**src/rtl/latch_glitch_filter.sv**
```systemverilog
// latch_glitch_filter
// Takes the asynchronous level from an upstream D latch and synchronises it
// into clk. Pulses shorter than STABLE_CYCLES synchronised samples are
// rejected. Outputs are a clean level, one-cycle rise/fall strobes and a
// saturating count of accepted transitions. Every output is registered, so
// there is no combinational path from d to any output.

module latch_glitch_filter #(
  parameter int STABLE_CYCLES = 4,  // consecutive samples needed, >= 2
  parameter int CNT_W         = 8   // width of edge_cnt
) (
  input  logic             clk,
  input  logic             rst,      // asynchronous, active-low
  input  logic             d,
  output logic             q_filt,
  output logic             rise,
  output logic             fall,
  output logic             busy,
  output logic [CNT_W-1:0] edge_cnt
);

  // The stability counter only has to reach STABLE_CYCLES-1.
  localparam int            CW   = $clog2(STABLE_CYCLES);
  localparam logic [CW-1:0] LAST = CW'(STABLE_CYCLES - 1);

  typedef enum logic [1:0] {
    ST_LOW   = 2'd0,
    CHK_HIGH = 2'd1,
    ST_HIGH  = 2'd2,
    CHK_LOW  = 2'd3
  } state_t;

  state_t        state;
  logic          s1, s2;
  logic [CW-1:0] cnt;

  // Saturating increment: the count holds at all-ones and never wraps.
  function automatic logic [CNT_W-1:0] sat_inc(input logic [CNT_W-1:0] v);
    return (v == {CNT_W{1'b1}}) ? v : v + 1'b1;
  endfunction

  // Two-flop synchroniser. Only s2 is used downstream.
  always_ff @(posedge clk or negedge rst) begin
    // NOTE: sequential state uses non-blocking assignments. With blocking
    // assignments s2 would see the new s1 in the same edge, and the two
    // flops would act as one.
    if (!rst) begin
      s1 <= 1'b0;
      s2 <= 1'b0;
    end else begin
      s1 <= d;
      s2 <= s1;
    end
  end

  // Qualification FSM. Outputs are registered and updated with the state.
  always_ff @(posedge clk or negedge rst) begin
    if (!rst) begin
      state    <= ST_LOW;
      cnt      <= '0;
      q_filt   <= 1'b0;
      rise     <= 1'b0;
      fall     <= 1'b0;
      busy     <= 1'b0;
      edge_cnt <= '0;
    end else begin
      // NOTE: the strobes default low on every edge. This keeps each one a
      // single-cycle pulse. Only the acceptance branches raise them.
      rise <= 1'b0;
      fall <= 1'b0;
      case (state)
        ST_LOW: begin
          if (s2) begin
            state <= CHK_HIGH;
            cnt   <= CW'(1);
            busy  <= 1'b1;
          end
        end
        CHK_HIGH: begin
          if (!s2) begin
            state <= ST_LOW;
            cnt   <= '0;
            busy  <= 1'b0;
          end else if (cnt == LAST) begin
            state    <= ST_HIGH;
            cnt      <= '0;
            busy     <= 1'b0;
            q_filt   <= 1'b1;
            rise     <= 1'b1;
            edge_cnt <= sat_inc(edge_cnt);
          end else begin
            cnt <= cnt + 1'b1;
          end
        end
        ST_HIGH: begin
          if (!s2) begin
            state <= CHK_LOW;
            cnt   <= CW'(1);
            busy  <= 1'b1;
          end
        end
        CHK_LOW: begin
          if (s2) begin
            state <= ST_HIGH;
            cnt   <= '0;
            busy  <= 1'b0;
          end else if (cnt == LAST) begin
            state    <= ST_LOW;
            cnt      <= '0;
            busy     <= 1'b0;
            q_filt   <= 1'b0;
            fall     <= 1'b1;
            edge_cnt <= sat_inc(edge_cnt);
          end else begin
            cnt <= cnt + 1'b1;
          end
        end
        default: begin
          state <= ST_LOW;
          cnt   <= '0;
          busy  <= 1'b0;
        end
      endcase
    end
  end

endmodule

```
**config.mk**
```make
export PLATFORM = sky130hd
export DESIGN_NAME = latch_glitch_filter
export DESIGN_NICKNAME = d
export VERILOG_FILES = /design/src/rtl/latch_glitch_filter.sv
export SDC_FILE = /design/constraint.sdc
export NUM_CORES = 1
export LEC_CHECK = 0
export BUFFER_PORTS_ARGS = -buffer_cell sky130_fd_sc_hd__clkbuf_2
export CORE_MARGIN = 4
export CORE_UTILIZATION = 55
export CTS_CLUSTER_DIAMETER = 50
export DETAILED_ROUTE_END_ITERATION = 16
export GPL_TIMING_DRIVEN = 0
export PLACE_DENSITY = 0.81
export SYNTH_ARGS = -nofsm -noshare
export SYNTH_HDL_FRONTEND = slang
export SYNTH_SLANG_ARGS = --single-unit
```
**constraint.sdc**
```tcl
create_clock -name clk -period 2.5 [get_ports clk]
set_input_delay 0.25 -clock clk [delete_from_list [all_inputs] [get_ports clk]]
set_output_delay 0.25 -clock clk [all_outputs]
set_load 0.01 [all_outputs]
```
# Word level (Yosys, flattened, before mapping)
# Cells that the tools add are included.
# Widths: inputs -> output; s select.
# classes
muxes	33
n_reduce_logical	6
eq_ne	13
n_addsub	2
# op_table
cell	n
$mux 8	4
$mux 2	10
$pmux 2 s4	2
$pmux 8 s2	1
$mux 1	14
$ne 2x2->1 const B	6
$add 8x1->8 const B	1
$eq 8x8->1 const B	1
$eq 2x2->1 const B	3
$ne 3x3->1 const B	2
$reduce_and 5->1	1
$pmux 1 s4	1
$reduce_and 4->1	1
$reduce_and 3->1	1
$add 2x1->2 const B	1
$eq 2x1->1 const B	1
$logic_not 2->1	1
$pmux 1 s2	1
$reduce_and 2->1	1
$reduce_bool 2->1	1
# totals
reg_bits	18
in_bits	3

# Logic depth before layout (Yosys ltp)
# logic_depth
word_depth	5
mapped_depth	5
ltp_nobuf	5

# Worst setup path after synthesis
# OpenSTA, ideal clock, no wires.
# synth_timing
path_type	reg-to-reg
start	register s2
end	register edge_cnt[7]
setup_ns	0.125
path_slack_ns	0.975
t_arrival_ns	1.400
stages_incl_launch_ff	5
path_buffers	0
required_time_ns	2.375
cell_sequence	dfrtp_1 xnor2_1 nor3_1 nand4_1 mux2_2
# synth_between
elab_chain_len	2
word_cells_on_any_way	3
# synth_lines
element	line_no	source
from (decl)	34	logic s1, s2;
from (signal assigned)	49	s2 <= 1'b0;
from (signal assigned)	52	s2 <= s1;
$ne 2x2->1 (no source line)	n/a	
$reduce_and 3->1 (no source line) (*)	n/a	
to (signal assigned)	90	edge_cnt <= sat_inc(edge_cnt);
to (signal assigned)	113	edge_cnt <= sat_inc(edge_cnt);
to (decl)	19	output logic [CNT_W-1:0] edge_cnt
# Mark *: on every way between the ends. The rest lies on a longest branch, timed or not.
# A chain may end at the register's enable or synchronous reset.

# Worst setup path in the final report
# Same ends and word-level chain as after synthesis.

==> results_dict.tcl <==
set metrics [dict create \
    synth_edf_count 0 \
    final_antenna_net_count 0 \
    grt_pass1_wl_mm 2.20 \
    clock-sinks 18 \
    end_kind "flop" \
    worstPathArrival_ps 1940 \
    synth_ff_type "dfrtp_1" \
    ys_warn_count 0 \
    gp_congestion 0.794 \
    async_reset_ff_share_pct 100 \
    setup_ws_ps 744 \
    cts_tree "yes" \
    period_share_pct 70.2 \
    ys_seq_area_share_pct 58.4 \
    clkSlewWorstSetupHoldPaths_ps 100 \
    p_leak_nw 0.439 \
    io_pins 15 \
    final-instance-count-excl-fill 99 \
    grt_start_max_net_pins 19 \
    path_cells "xnor2_1 -> nor3_1 -> nand4_1 -> mux2_2" \
    placementRows 13 \
    grt_pass1_vias 505 \
    syn_area_per_cell_sq_um 11.7 \
    wl_per_cell_microns 13.4 \
    crit_slowest_cell "xnor2_1" \
    crit_path_start_kind "flop" \
    ir_worst_vdd_mv 0.649 \
    first_pass_iters 4 \
    num_vias 527 \
    die_h_microns 45.4 \
    synth_seq_cells 18 \
    grt_util_all_layers_pct 15.1 \
    cp_num_buf_inv 0 \
    synthCells 66 \
    initial_core_util_pct 58.5 \
    syn_to_final_growth_pct 15.7 \
    clock_latency_ps 280 \
    slew_headroom_pct 55.0 \
    total_power_uw 766 \
    post_cts_resized 0 \
    numCtsBuffers 3 \
    clock_tree.root_cell "clkbuf_4" \
    setup_tns_ps 0 \
    holdCritPathClass "input port to flop" \
    fmax_mhz 569 \
    syn-cell-area_sq_um 771 \
    critPathMaxFanout 9 \
    drive_gt1_share_pct 27.4 \
    htreeDepth 1 \
    fin_nets 92 \
    hold_viol 0 \
    setup_viol 0 \
    cts_max_path_buffers 2 \
    dp_cells 95 \
    cp_top_family "XOR/XNOR gates" \
    antenna_found_initial 0 \
    viasPerCell 5.32 \
    drv_cap 0 \
    crit_required_ps 2680 \
    dp_hpwl_microns 943 \
    drc 0 \
    critPathLaunch "s2" \
    antennaDiodeCount 0 \
    period_needed_ps 1760 \
    worstHoldStart "d" \
    cpPeakStageDelay_ps 580 \
    fp.dieW_microns 45.4 \
    die-area_sq_um 2060 \
    core_area_sq_um 1320 \
    slew_viol_final 0 \
    syn-num-nets 72 \
    pre_cts_ws_ps 772 \
    rsz0062_at_grt "no" \
    p_per_area_nw_per_um2 859 \
    fin_skew_ps 5.87 \
    yosysUniqueCellTypes 21 \
    wirelength_mm 1.32 \
    status "finished clean" \
    path_class "flop to flop" \
    worst_pin_slew_ps 670 \
    r2r_start "s2" \
    drt_first_iter_violations 7 \
    port_buffers 14 \
    grt-ovfl-total 0 \
]
## cells in the mapped netlist, types with 2 or more instances
library cell,number,share of area [%]
xnor2_1,6,6.8
o21ai_0,2,1.3
nand3_1,5,3.2
a21oi_1,2,1.3
mux2_2,3,4.4
nor3_1,2,1.3
ha_1,3,4.9
nand4_1,3,2.4
dfrtp_1,18,58
nand2_1,9,4.4
nor2_1,3,1.5
## stage by stage
step,cell area (sq um),hold WS (ps),util [%]
after global placement,860,206,65.2
after global routing,892,50.6,67.7
after detailed placement,860,204,65.2
after floorplan,771,-45.6,-
final,892,68.2,67.7
after CTS,892,64.1,67.7
## routing by layer
metal | part of all wire (%) | wire length (microns) | vias to the layer above | GRT usage [%]
li1 | - | - | 265 | -
met1 | 47 | 616 | 248 | 19.8
met2 | 48 | 633 | 12 | 23.4
met3 | 4.4 | 58 | 2 | 4.74
met4 | 0.98 | 13 | 0 | 5.26
met5 | 0 | 0 | - | 0
## final timing paths
kind / endpoint / slack, ps / cells past startpoint
min: s1 / 70 / 1
max in group asynchronous: s2 / 1780 / 2
min reg2reg: s2 / 380 / 0
max: edge_cnt[7] / 740 / 4
min in group asynchronous: edge_cnt[5] / 420 / 2
max reg2reg: edge_cnt[7] / 740 / 4
## worst reg2reg max path: cells and delay by family, from the launching register on
family	cells	cell delay, ps
xor+xnor	1	580
flops	1	430
mux	1	330
simple gates	2	320
## flip-flops by register name (all words and copies together) (netlist names), named ones only
register	flops
state	1
s2	1
edge_cnt	8
q_filt	1
fall	1
busy	1
cnt	2
s1	1
rise	1
## where the power goes
| group | internal, mW | switching (mW) |
|---|---|---|
| Combinational | 0.0986 | 0.125 |
| Sequential | 0.351 | 0.0536 |
| Clock | 0.0559 | 0.0817 |
| Total | 0.506 | 0.261 |
## layout by cell type, fill, tap and decap left out, types with 2 or more instances in the layout
| cell | instances |
|---|---|
| dfrtp_1 | 18 |
| nand2_1 | 9 |
| nor3_1 | 2 |
| nor2_1 | 3 |
| mux2_2 | 3 |
| nand3_1 | 5 |
| a21oi_1 | 2 |
| clkbuf_2 | 14 |
| ha_1 | 3 |
| clkbuf_4 | 3 |
| xnor2_1 | 6 |
| nand4_1 | 3 |
| o21ai_0 | 2 |
## area by class of cell
class / instances / area (sq um)
Inverter: 1 / 3.75
Fill cell: 94 / 425
Timing Repair Buffer: 15 / 80.1
Sequential cell: 18 / 450
Clock buffer: 3 / 22.5
Multi-Input combinational cell: 46 / 312
Tap cell: 15 / 18.8
Buffer: 1 / 5.00
## cell families after synthesis
| family | share of synthesized area, % |
|---|---|
| simple gates | 18.3 |
| flops | 58.4 |
| xor+xnor | 7.95 |
| compound gates | 3.57 |
| mux | 5.68 |
| fa+ha+maj | 4.87 |
| buf+inv | 1.14 |
## timing repair
item | 4_1_cts | 5_1_grt
hold buffers | 1 | 0
endpoints found under the hold margin | 18 | 0
setup buffers | 0 | 0
(Power assumes the default switching activity.)
